### src/rtl/divisor_pkg.sv
// ---------------------------------------------------------------------------
// divisor_pkg : FSM state encodings shared by the sequential divider
// Revision    : 1.0
// ---------------------------------------------------------------------------
`default_nettype none

package divisor_pkg;

  localparam int STATE_W = 2;

  typedef logic [STATE_W-1:0] state_t;

  localparam state_t IDLE = 2'd0;
  localparam state_t CALC = 2'd1;
  localparam state_t FIM  = 2'd2;

endpackage

`default_nettype wire

### src/rtl/divisor_passo.sv
// ---------------------------------------------------------------------------
// divisor_passo : one restoring-division step (shift in a bit, trial
//                 subtract, restore on borrow)
// Revision      : 1.0
// ---------------------------------------------------------------------------
`default_nettype none

module divisor_passo #(
  parameter int WIDTH = 4
) (
  input  logic [WIDTH:0]   rem_in,
  input  logic             bit_in,
  input  logic [WIDTH-1:0] divisor,
  output logic [WIDTH:0]   rem_out,
  output logic             q_bit
);

  logic [WIDTH+1:0] shifted;
  logic [WIDTH+1:0] diff;

  // The extra top bit of diff is the borrow of the trial subtraction.
  assign shifted = {rem_in, bit_in};
  assign diff    = shifted - {2'b00, divisor};
  assign q_bit   = ~diff[WIDTH+1];
  assign rem_out = q_bit ? diff[WIDTH:0] : shifted[WIDTH:0];

endmodule

`default_nettype wire

### src/rtl/divisor_nbits_seq.sv
// ---------------------------------------------------------------------------
// divisor_nbits_seq : WIDTH-cycle restoring divider with divide-by-zero flag.
//                     Define DIVISOR_SIGNED_EN for two's-complement operands.
// Revision          : 1.0
// ---------------------------------------------------------------------------
`default_nettype none

module divisor_nbits_seq
  import divisor_pkg::*;
#(
  parameter int WIDTH = 4
) (
  input  logic             clk,
  input  logic             rst,
  input  logic             start,
  input  logic [WIDTH-1:0] A,
  input  logic [WIDTH-1:0] B,
  output logic             busy,
  output logic             done,
  output logic [WIDTH-1:0] Q,
  output logic [WIDTH-1:0] R,
  output logic             ERR
);

  localparam int CNT_W = $clog2(WIDTH);

  state_t           state;
  state_t           state_nxt;
  logic             pend;
  logic [CNT_W-1:0] cnt;
  logic [WIDTH-1:0] dvd;
  logic [WIDTH-1:0] dvs;
  logic [WIDTH-1:0] a_raw;
  logic [WIDTH:0]   rem;
  logic [WIDTH:0]   rem_nxt;
  logic             q_bit;
  logic             accept;
  logic             last;
  logic [WIDTH-1:0] a_mag;
  logic [WIDTH-1:0] b_mag;
  logic [WIDTH-1:0] q_fin;
  logic [WIDTH-1:0] r_fin;
  logic [WIDTH-1:0] q_out;
  logic [WIDTH-1:0] r_out;

  assign accept = start & (((state == IDLE) & ~pend) | (state == FIM));
  assign last   = (state == CALC) && (cnt == CNT_W'(WIDTH - 1));
  assign q_fin  = {dvd[WIDTH-2:0], q_bit};
  assign r_fin  = rem_nxt[WIDTH-1:0];

`ifdef DIVISOR_SIGNED_EN
  logic neg_q;
  logic neg_r;

  assign a_mag = A[WIDTH-1] ? -A : A;
  assign b_mag = B[WIDTH-1] ? -B : B;
  assign q_out = neg_q ? -q_fin : q_fin;
  assign r_out = neg_r ? -r_fin : r_fin;

  always_ff @(posedge clk or posedge rst) begin
    if (rst) begin
      neg_q <= 1'b0;
      neg_r <= 1'b0;
    end else if (accept) begin
      neg_q <= A[WIDTH-1] ^ B[WIDTH-1];
      neg_r <= A[WIDTH-1];
    end
  end
`else
  assign a_mag = A;
  assign b_mag = B;
  assign q_out = q_fin;
  assign r_out = r_fin;
`endif

  divisor_passo #(.WIDTH(WIDTH)) u_passo (
    .rem_in  (rem),
    .bit_in  (dvd[WIDTH-1]),
    .divisor (dvs),
    .rem_out (rem_nxt),
    .q_bit   (q_bit)
  );

  always_ff @(posedge clk or posedge rst) begin
    if (rst) begin
      state <= IDLE;
    end else begin
      state <= state_nxt;
    end
  end

  // An accepted start parks one cycle in IDLE (pend) before CALC or FIM.
  always_comb begin
    state_nxt = state;
    case (state)
      IDLE:    if (pend) state_nxt = (dvs == '0) ? FIM : CALC;
      CALC:    if (last) state_nxt = FIM;
      FIM:     state_nxt = IDLE;
      default: state_nxt = IDLE;
    endcase
  end

  always_comb begin
    busy = (state == CALC);
    done = (state == FIM);
  end

  always_ff @(posedge clk or posedge rst) begin
    if (rst) begin
      pend  <= 1'b0;
      cnt   <= '0;
      dvd   <= '0;
      dvs   <= '0;
      a_raw <= '0;
      rem   <= '0;
      Q     <= '0;
      R     <= '0;
      ERR   <= 1'b0;
    end else begin
      pend <= accept;
      if (accept) begin
        dvd   <= a_mag;
        dvs   <= b_mag;
        a_raw <= A;
      end
      if (pend) begin
        rem <= '0;
        cnt <= '0;
        if (dvs == '0) begin
          ERR <= 1'b1;
          Q   <= '1;
          R   <= a_raw;
        end else begin
          ERR <= 1'b0;
        end
      end
      if (state == CALC) begin
        rem <= rem_nxt;
        dvd <= q_fin;
        cnt <= cnt + 1'b1;
        if (last) begin
          Q <= q_out;
          R <= r_out;
        end
      end
    end
  end

endmodule

`default_nettype wire

### config.mk
export PLATFORM = sky130hd
export DESIGN_NAME = divisor_nbits_seq
export DESIGN_NICKNAME = d
export VERILOG_FILES = /design/src/rtl/divisor_pkg.sv /design/src/rtl/divisor_passo.sv /design/src/rtl/divisor_nbits_seq.sv
export SDC_FILE = /design/constraint.sdc
export NUM_CORES = 1
export LEC_CHECK = 0
export CAP_MARGIN = 20
export CORE_ASPECT_RATIO = 0.8
export CORE_MARGIN = 2
export CORE_UTILIZATION = 35
export DETAILED_ROUTE_END_ITERATION = 16
export DONT_BUFFER_PORTS = 1
export SLEW_MARGIN = 20
export SYNTH_ARGS = -nofsm -noshare
export SYNTH_HDL_FRONTEND = slang
export SYNTH_SLANG_ARGS = --single-unit
### constraint.sdc
create_clock -name clk -period 5.4 [get_ports clk]
set_input_delay 0.81 -clock clk [delete_from_list [all_inputs] [get_ports clk]]
set_output_delay 0.81 -clock clk [all_outputs]
set_load 0.05 [all_outputs]
==> impl_metrics.ini, run 1 <==
[clock_network]
cts_resized = 0
cts_setup_buffers = 0
cts_root_buf = clkbuf_8
cts_buffer_depth = 2
cts_tree = built
clk_pin_slew_ns = 0.06
htree_levels = 2
cts.sinks = 31
clk_latency_ns = 0.28
cts_hold_buffers = 0
cts_buffers = 5

[cells_and_area]
layout_commonest_cell = dfrtp_1
diodes = 0
drive_above_1_share = 0.133
mostFrequentLayoutCells = dfrtp_1 (31), nor2_1 (18), nand2_1 (15), inv_1 (9), a21oi_1 (9)
areaGrowthSynthToFinish_pct = 7.99
layout.nets = 176

[critical_path]
crit_fanout = 15
cp-end-kind = primary output
cp.arrival_ns = 1.81
start_kind = register
cp.required_ns = 4.59
crit_type = register to primary output

[worst_hold_path]
hold_class = register to register

[sta]
period_needed_ns = 2.62
finalSetupTns_ns = 0
finClkSkew_ns = 0.00225
fmax_mhz = 382
finalSetupViolCount = 0
rsz0062_at_grt = no
hold_viol = 0
relSlewSlack = 0.362
final.setup.worst_slack_ns = 2.78
period_share = 0.485
drv_slew = 0
tightest_slew_ns = 0.955

[synth]
synth_top_cell_area_share = 0.481
synth_area_per_cell_um2 = 10.3
postSynthCellCount = 157
yosysWarnings = 0
yosysSeqAreaShare = 0.481
syn-num-nets = 174
synth-seq-cells = 31
synth_top_area_cell = dfrtp_1
synth_area_mm2 = 0.00161
yosysUniqueCellTypes = 37
synth_area_leaders = dfrtp_1 (48%), nor2_1 (4.2%), mux2_2 (4.2%)

[die]
die-height_um = 64.7
fp.dieW_um = 79.9
die_area_mm2 = 0.00517
coreArea_mm2 = 0.00451
start_util = 0.357
ios = 22
num_rows = 22

[grt]
grt_pass1_vias = 1138
grt_start_max_net_pins = 32
groute.usage.overall = 0.140
grt_overflow = 0
antenna_found_initial = 0
grt_pass1_wl_um = 5450

[place]
place_congestion = 0.741
io_buffer_count = 0
post-dp-hpwl_um = 2410
dp_slack_ns = 3.07

[route]
firstDrtPassIters = 4
ant_nets = 0
drt_iter0_markers = 65
drc_errors = 0
via_count = 1153
wire_per_inst_um = 14.8
drt-vias-per-instance = 5.29
drt_wl_total_um = 3230

[flow_run]
maxCapViolations = 0

[outcome]
status = complete, no violations
[kinds of logic after synthesis]
logic type	count (synthesis)	synth area share
mux	12	0.0846
simple gates	52	0.168
flops	31	0.481
buf+inv	16	0.0434
fa+ha+maj	6	0.0512
xor+xnor	2	0.0109
compound gates	38	0.161
[final timing paths]
path	start	depth (start not counted)	slack, ns	endpoint
setup / recovery	state[0]	2	2.78	busy
hold / removal	dvd[3]	2	0.48	dvd[3]
setup reg to reg	state[0]	5	3.18	dvd[0]
hold reg to reg	dvd[3]	2	0.48	dvd[3]
max in group asynchronous	rst	2	4.62	dvs[2]
min in group asynchronous	rst	2	0.50	Q[0]
[worst max-delay path, stage by stage (launching register included)]
cell      delay, ns
dfrtp_1        0.46
nand2b_1       0.43
clkinv_1       0.64
[routing by layer]
metal  part of all wire  track usage
met1               0.48        0.196
met2               0.45        0.201
met3              0.068       0.0571
met4             0.0065       0.0381
met5                  0            0
[layout make-up]
type / count / area, um2
clock buffer: 6 / 72.6
fill: 461 / 2770
inverter: 10 / 37.5
multi-input combinational: 110 / 773
sequential: 31 / 776
tap: 60 / 75.1
timing repair buffer: 1 / 7.51
[sequential cells by signal (all words and copies together) (netlist names)]
| name | flops |
|---|---|
| ERR | 1 |
| Q | 4 |
| R | 4 |
| a_raw | 4 |
| cnt | 2 |
| dvd | 4 |
| dvs | 4 |
| pend | 1 |
| rem | 5 |
| state | 2 |
[cells in the mapped netlist, drive strengths merged]
master / number
o211ai: 1
nor2: 18
a22oi: 5
buf: 3
ha: 5
nand2b: 2
nor3b: 3
mux2i: 2
nand3b: 6
inv: 9
o2111ai: 3
fa: 1
nand2: 15
a21oi: 11
a31oi: 1
nor4: 1
o21a: 1
mux2: 10
nor3: 2
or3: 1
o21bai: 1
clkinv: 1
nand4b: 1
xor2: 2
clkbuf: 3
a21o: 1
dfrtp: 31
o21ai: 13
o2bb2ai: 1
nor2b: 3
[through the flow]
step / instances / hold WS, ns / utilization / cell area [um2]
6_report: 218 / 0.485 / 0.386 / 1740
3_5_place_dp: 212 / 0.473 / 0.368 / 1660
4_1_cts: 218 / 0.486 / 0.384 / 1740
3_3_place_gp: 212 / 0.463 / 0.368 / 1660
2_1_floorplan: 157 / 0.439 / - / 1610
5_1_grt: 218 / 0.519 / 0.386 / 1740
Power of run 1 is left out: the tool's default activity adds up to more than one toggle a clock period on the data nets, which glitch-free logic cannot reach.
==> inputs of run 2 (changes only) <==
==> constraint.sdc (replaced) <==
create_clock -name clk -period 2.4 [get_ports clk]
set_input_delay 0.36 -clock clk [delete_from_list [all_inputs] [get_ports clk]]
set_output_delay 0.36 -clock clk [all_outputs]
set_load 0.05 [all_outputs]
==> impl_metrics.ini, run 2 (synthesis results as in run 1) <==
[worst_hold_path]
hold_class = input port to asynchronous set/reset pin

[route]
ant_nets = 0
drt_wl_total_um = 3450
firstDrtPassIters = 4
drt-vias-per-instance = 5.19
drc_errors = 0
via_count = 1167
wire_per_inst_um = 15.3
drt_iter0_markers = 104

[clock_network]
cts_resized = 0
cts.sinks = 31
htree_levels = 2
clk_pin_slew_ns = 0.07
cts_hold_buffers = 0
cts_tree = built
cts_setup_buffers = 0
cts_buffer_depth = 2
cts_root_buf = clkbuf_8
clk_latency_ns = 0.28
cts_buffers = 5

[critical_path]
regToRegStartpoint = dvs[1]
cp.arrival_ns = 2.15
cp_slowest_cell = dfrtp_1
cp-end-kind = register
crit_fanout = 5
crit_path_cell_trace = inv_1 > ha_1 > nor2b_1 > o2111ai_1 > o211ai_4 > mux2i_1 > a21oi_1
start_kind = register
cpPeakStageDelay_ns = 0.39
cp.required_ns = 2.55
rrSetupSlack_ns = 0.40
critical_path.startpoint = dvs[1]
crit_type = register to register

[place]
place_congestion = 0.815
post-dp-hpwl_um = 2520
place_area_mm2 = 0.00170
io_buffer_count = 0

[grt]
grt_pass1_wl_um = 5790
grt_start_max_net_pins = 32
groute.usage.overall = 0.149
grt_pass1_vias = 1196
antenna_found_initial = 0
grt_overflow = 0

[sta]
finalSetupTns_ns = 0
hold_viol = 0
fmax_mhz = 500
relSlewSlack = 0.668
period_needed_ns = 2.00
rsz0062_at_grt = no
finalSetupViolCount = 0
tightest_slew_ns = 0.497
period_share = 0.833
drv_slew = 0
finClkSkew_ns = 0.00413

[die]
coreArea_mm2 = 0.00451
die-height_um = 64.7
fp.dieW_um = 79.9
num_rows = 22
start_util = 0.357
die_area_mm2 = 0.00517
ios = 22

[cells_and_area]
postLayoutCellArea_mm2 = 0.00182
utilization = 0.403
areaGrowthSynthToFinish_pct = 12.7
diodes = 0
largest-register = rem
layout_commonest_cell = dfrtp_1
drive_above_1_share = 0.176
layout.nets = 181
mostFrequentLayoutCells = dfrtp_1 (31), nor2_1 (18), nand2_1 (15), inv_1 (9), a21oi_1 (9)
largest_reg_flops = 5

[outcome]
status = complete, no violations

[flow_run]
maxCapViolations = 0
==> run 2: changes by cell type in the layout (fill, tap and decap cells not counted), sizes merged <==
cell    change
buf         +5
bufinv      +1
clkinv      +1
==> run 2: critical path, delay by kind of cell, from the launching register on <==
family	cells	cell delay, ns
mux	1	0.30
compound gates	3	0.66
simple gates	1	0.14
buf+inv	1	0.13
fa+ha+maj	1	0.26
flops	1	0.39
==> run 2: cell type report <==
cell class	count	area (um2)
clock buffers	6	82.6
clock inverters	2	35.0
inverters	10	37.5
multi-input cells	110	767
flip-flops and latches	31	776
well taps	60	75.1
repair buffers	6	45.0
fillers	462	2700
==> run 2: final timing paths <==
| check | end | cells past startpoint |
|---|---|---|
| max | R[1] | 7 |
| min | state[1] | 2 |
| max reg2reg | R[1] | 7 |
| min reg2reg | dvd[3] | 2 |
| max in group asynchronous | R[3] | 2 |
| min in group clk | dvs[1] | 2 |
==> run 2: layer usage <==
layer	track usage	part of all wire	routed length [um]
met1	0.208	0.47	1630
met2	0.215	0.45	1540
met3	0.0585	0.066	227
met4	0.0424	0.014	47
met5	0	0	0
==> run 2: metrics by stage <==
| step | cells | hold slack [ns] | setup WS (ns) |
|---|---|---|---|
| after floorplan | 157 | 0.439 | 0.618 |
| after CTS | 225 | 0.0616 | 0.372 |
| after detailed placement | 217 | 0.363 | 0.396 |
| after global routing | 225 | 0.0707 | 0.269 |
| after global placement | 217 | 0.350 | 0.483 |
| final | 225 | 0.0456 | 0.401 |
Power of run 2 is left out for the same reason.
==> inputs of run 3 (changes only) <==
==> constraint.sdc (replaced) <==
create_clock -name clk -period 1.7 [get_ports clk]
set_input_delay 0.255 -clock clk [delete_from_list [all_inputs] [get_ports clk]]
set_output_delay 0.255 -clock clk [all_outputs]
set_load 0.05 [all_outputs]
==> impl_metrics.ini, run 3 (synthesis results as in run 1) <==
[outcome]
status = finished, violations left
violations = negative setup slack

[route]
drt_wl_total_um = 3740
wire_per_inst_um = 14.6
ant_nets = 0
via_count = 1250
firstDrtPassIters = 4
drt-vias-per-instance = 4.86
drc_errors = 0
drt_iter0_markers = 61

[clock_network]
clk_pin_slew_ns = 0.07
clk_latency_ns = 0.29
cts_root_buf = clkbuf_8
htree_levels = 2
cts.sinks = 31
cts_tree = built
cts_buffer_depth = 2
cts_buffers = 5

[grt]
antenna_found_initial = 0
grt_overflow = 0
grt_pass1_vias = 1236
groute.usage.overall = 0.156
grt_pass1_wl_um = 6020
grt_start_max_net_pins = 32

[sta]
final.setup.worst_slack_ns = -0.0671
hold_viol = 0
finalSetupTns_ns = -0.259
period_needed_ns = 1.77
finClkSkew_ns = 0.00895
tightest_slew_ns = 0.508
drv_slew = 0
rsz0062_at_grt = yes
relSlewSlack = 0.661
finalSetupViolCount = 7
fmax_mhz = 566
period_share = 1.04

[die]
start_util = 0.357
ios = 22
fp.dieW_um = 79.9
die-height_um = 64.7
coreArea_mm2 = 0.00451
die_area_mm2 = 0.00517
num_rows = 22

[cells_and_area]
largest-register = rem
layout.nets = 213
mostFrequentLayoutCells = buf_4 (36), dfrtp_1 (30), nor2_1 (18), nand2_1 (14)
drive_above_1_share = 0.406
areaGrowthSynthToFinish_pct = 34.4
diodes = 0
layout_commonest_cell = buf_4
largest_reg_flops = 5

[critical_path]
cp.required_ns = 1.92
crit_type = register to register
cp-end-kind = register
cp.arrival_ns = 1.98
start_kind = register
crit_fanout = 3

[place]
io_buffer_count = 0
place_congestion = 0.856
post-dp-hpwl_um = 2700

[flow_run]
maxCapViolations = 0

[worst_hold_path]
hold_class = input port to register
run 3: cell types whose count changed in the layout (fill, tap and decap cells not counted), sizes merged:
cell / before / now
clkinvlp: 0 / 1
dlygate4sd3: 0 / 1
clkinv: 2 / 1
buf: 6 / 37
run 3: final cells by class:
type	instances	area [um2]
clock buffers	6	82.6
clock inverters	2	35.0
fillers	451	2350
inverters	10	41.3
multi-input cells	110	856
flip-flops and latches	31	777
well taps	60	75.1
repair buffers	38	300
run 3: worst paths after layout:
kind / startpoint / to / slack, ns / depth (start not counted)
max in group asynchronous: rst / dvs[0] / 0.89 / 3
worst max register to register: dvd[3] / rem[4] / -0.07 / 9
worst max-delay path: dvd[3] / rem[4] / -0.07 / 9
min in group asynchronous: rst / Q[2] / 0.48 / 3
worst min-delay path: B[3] / dvs[3] / 0.08 / 2
worst min register to register: state[1] / state[1] / 0.50 / 1
run 3: metal layers:
metal  routed length [um]  up-vias  track usage
met1                 1810      599        0.212
met4                   41        0       0.0381
met5                    0        -            0
met2                 1670       25        0.233
li1                     -      622            -
met3                  220        4       0.0641
run 3: stage by stage:
step / util / cells / setup slack, ns / area (um2) / hold WS (ns)
finish: 0.480 / 257 / -0.0671 / 2170 / 0.0848
global route: 0.480 / 257 / -0.165 / 2170 / 0.0897
CTS: 0.473 / 255 / -0.0852 / 2130 / 0.0752
detailed placement: 0.428 / 243 / -0.154 / 1930 / 0.258
global placement: 0.428 / 243 / -0.0993 / 1930 / 0.247
floorplan: - / 157 / -0.0148 / 1640 / 0.359
run 3: critical path, stage by stage, from the launching register on:
cell and delay, ns:
dfrtp_1 0.39, inv_2 0.08, ha_4 0.14, inv_2 0.04, fa_2 0.33, a21o_1 0.17, a21oi_2 0.14, o2111ai_2 0.13
xor2_1 0.16, o21ai_1 0.12
run 3: repair_timing:
item	in CTS	in global routing
setup buffers	3	2
hold buffers	1	0
hold endpoints to repair	31	0
gates resized for setup	14	4
pin swaps	6	2
setup endpoints to repair	9	13
Power of run 3 is left out for the same reason.
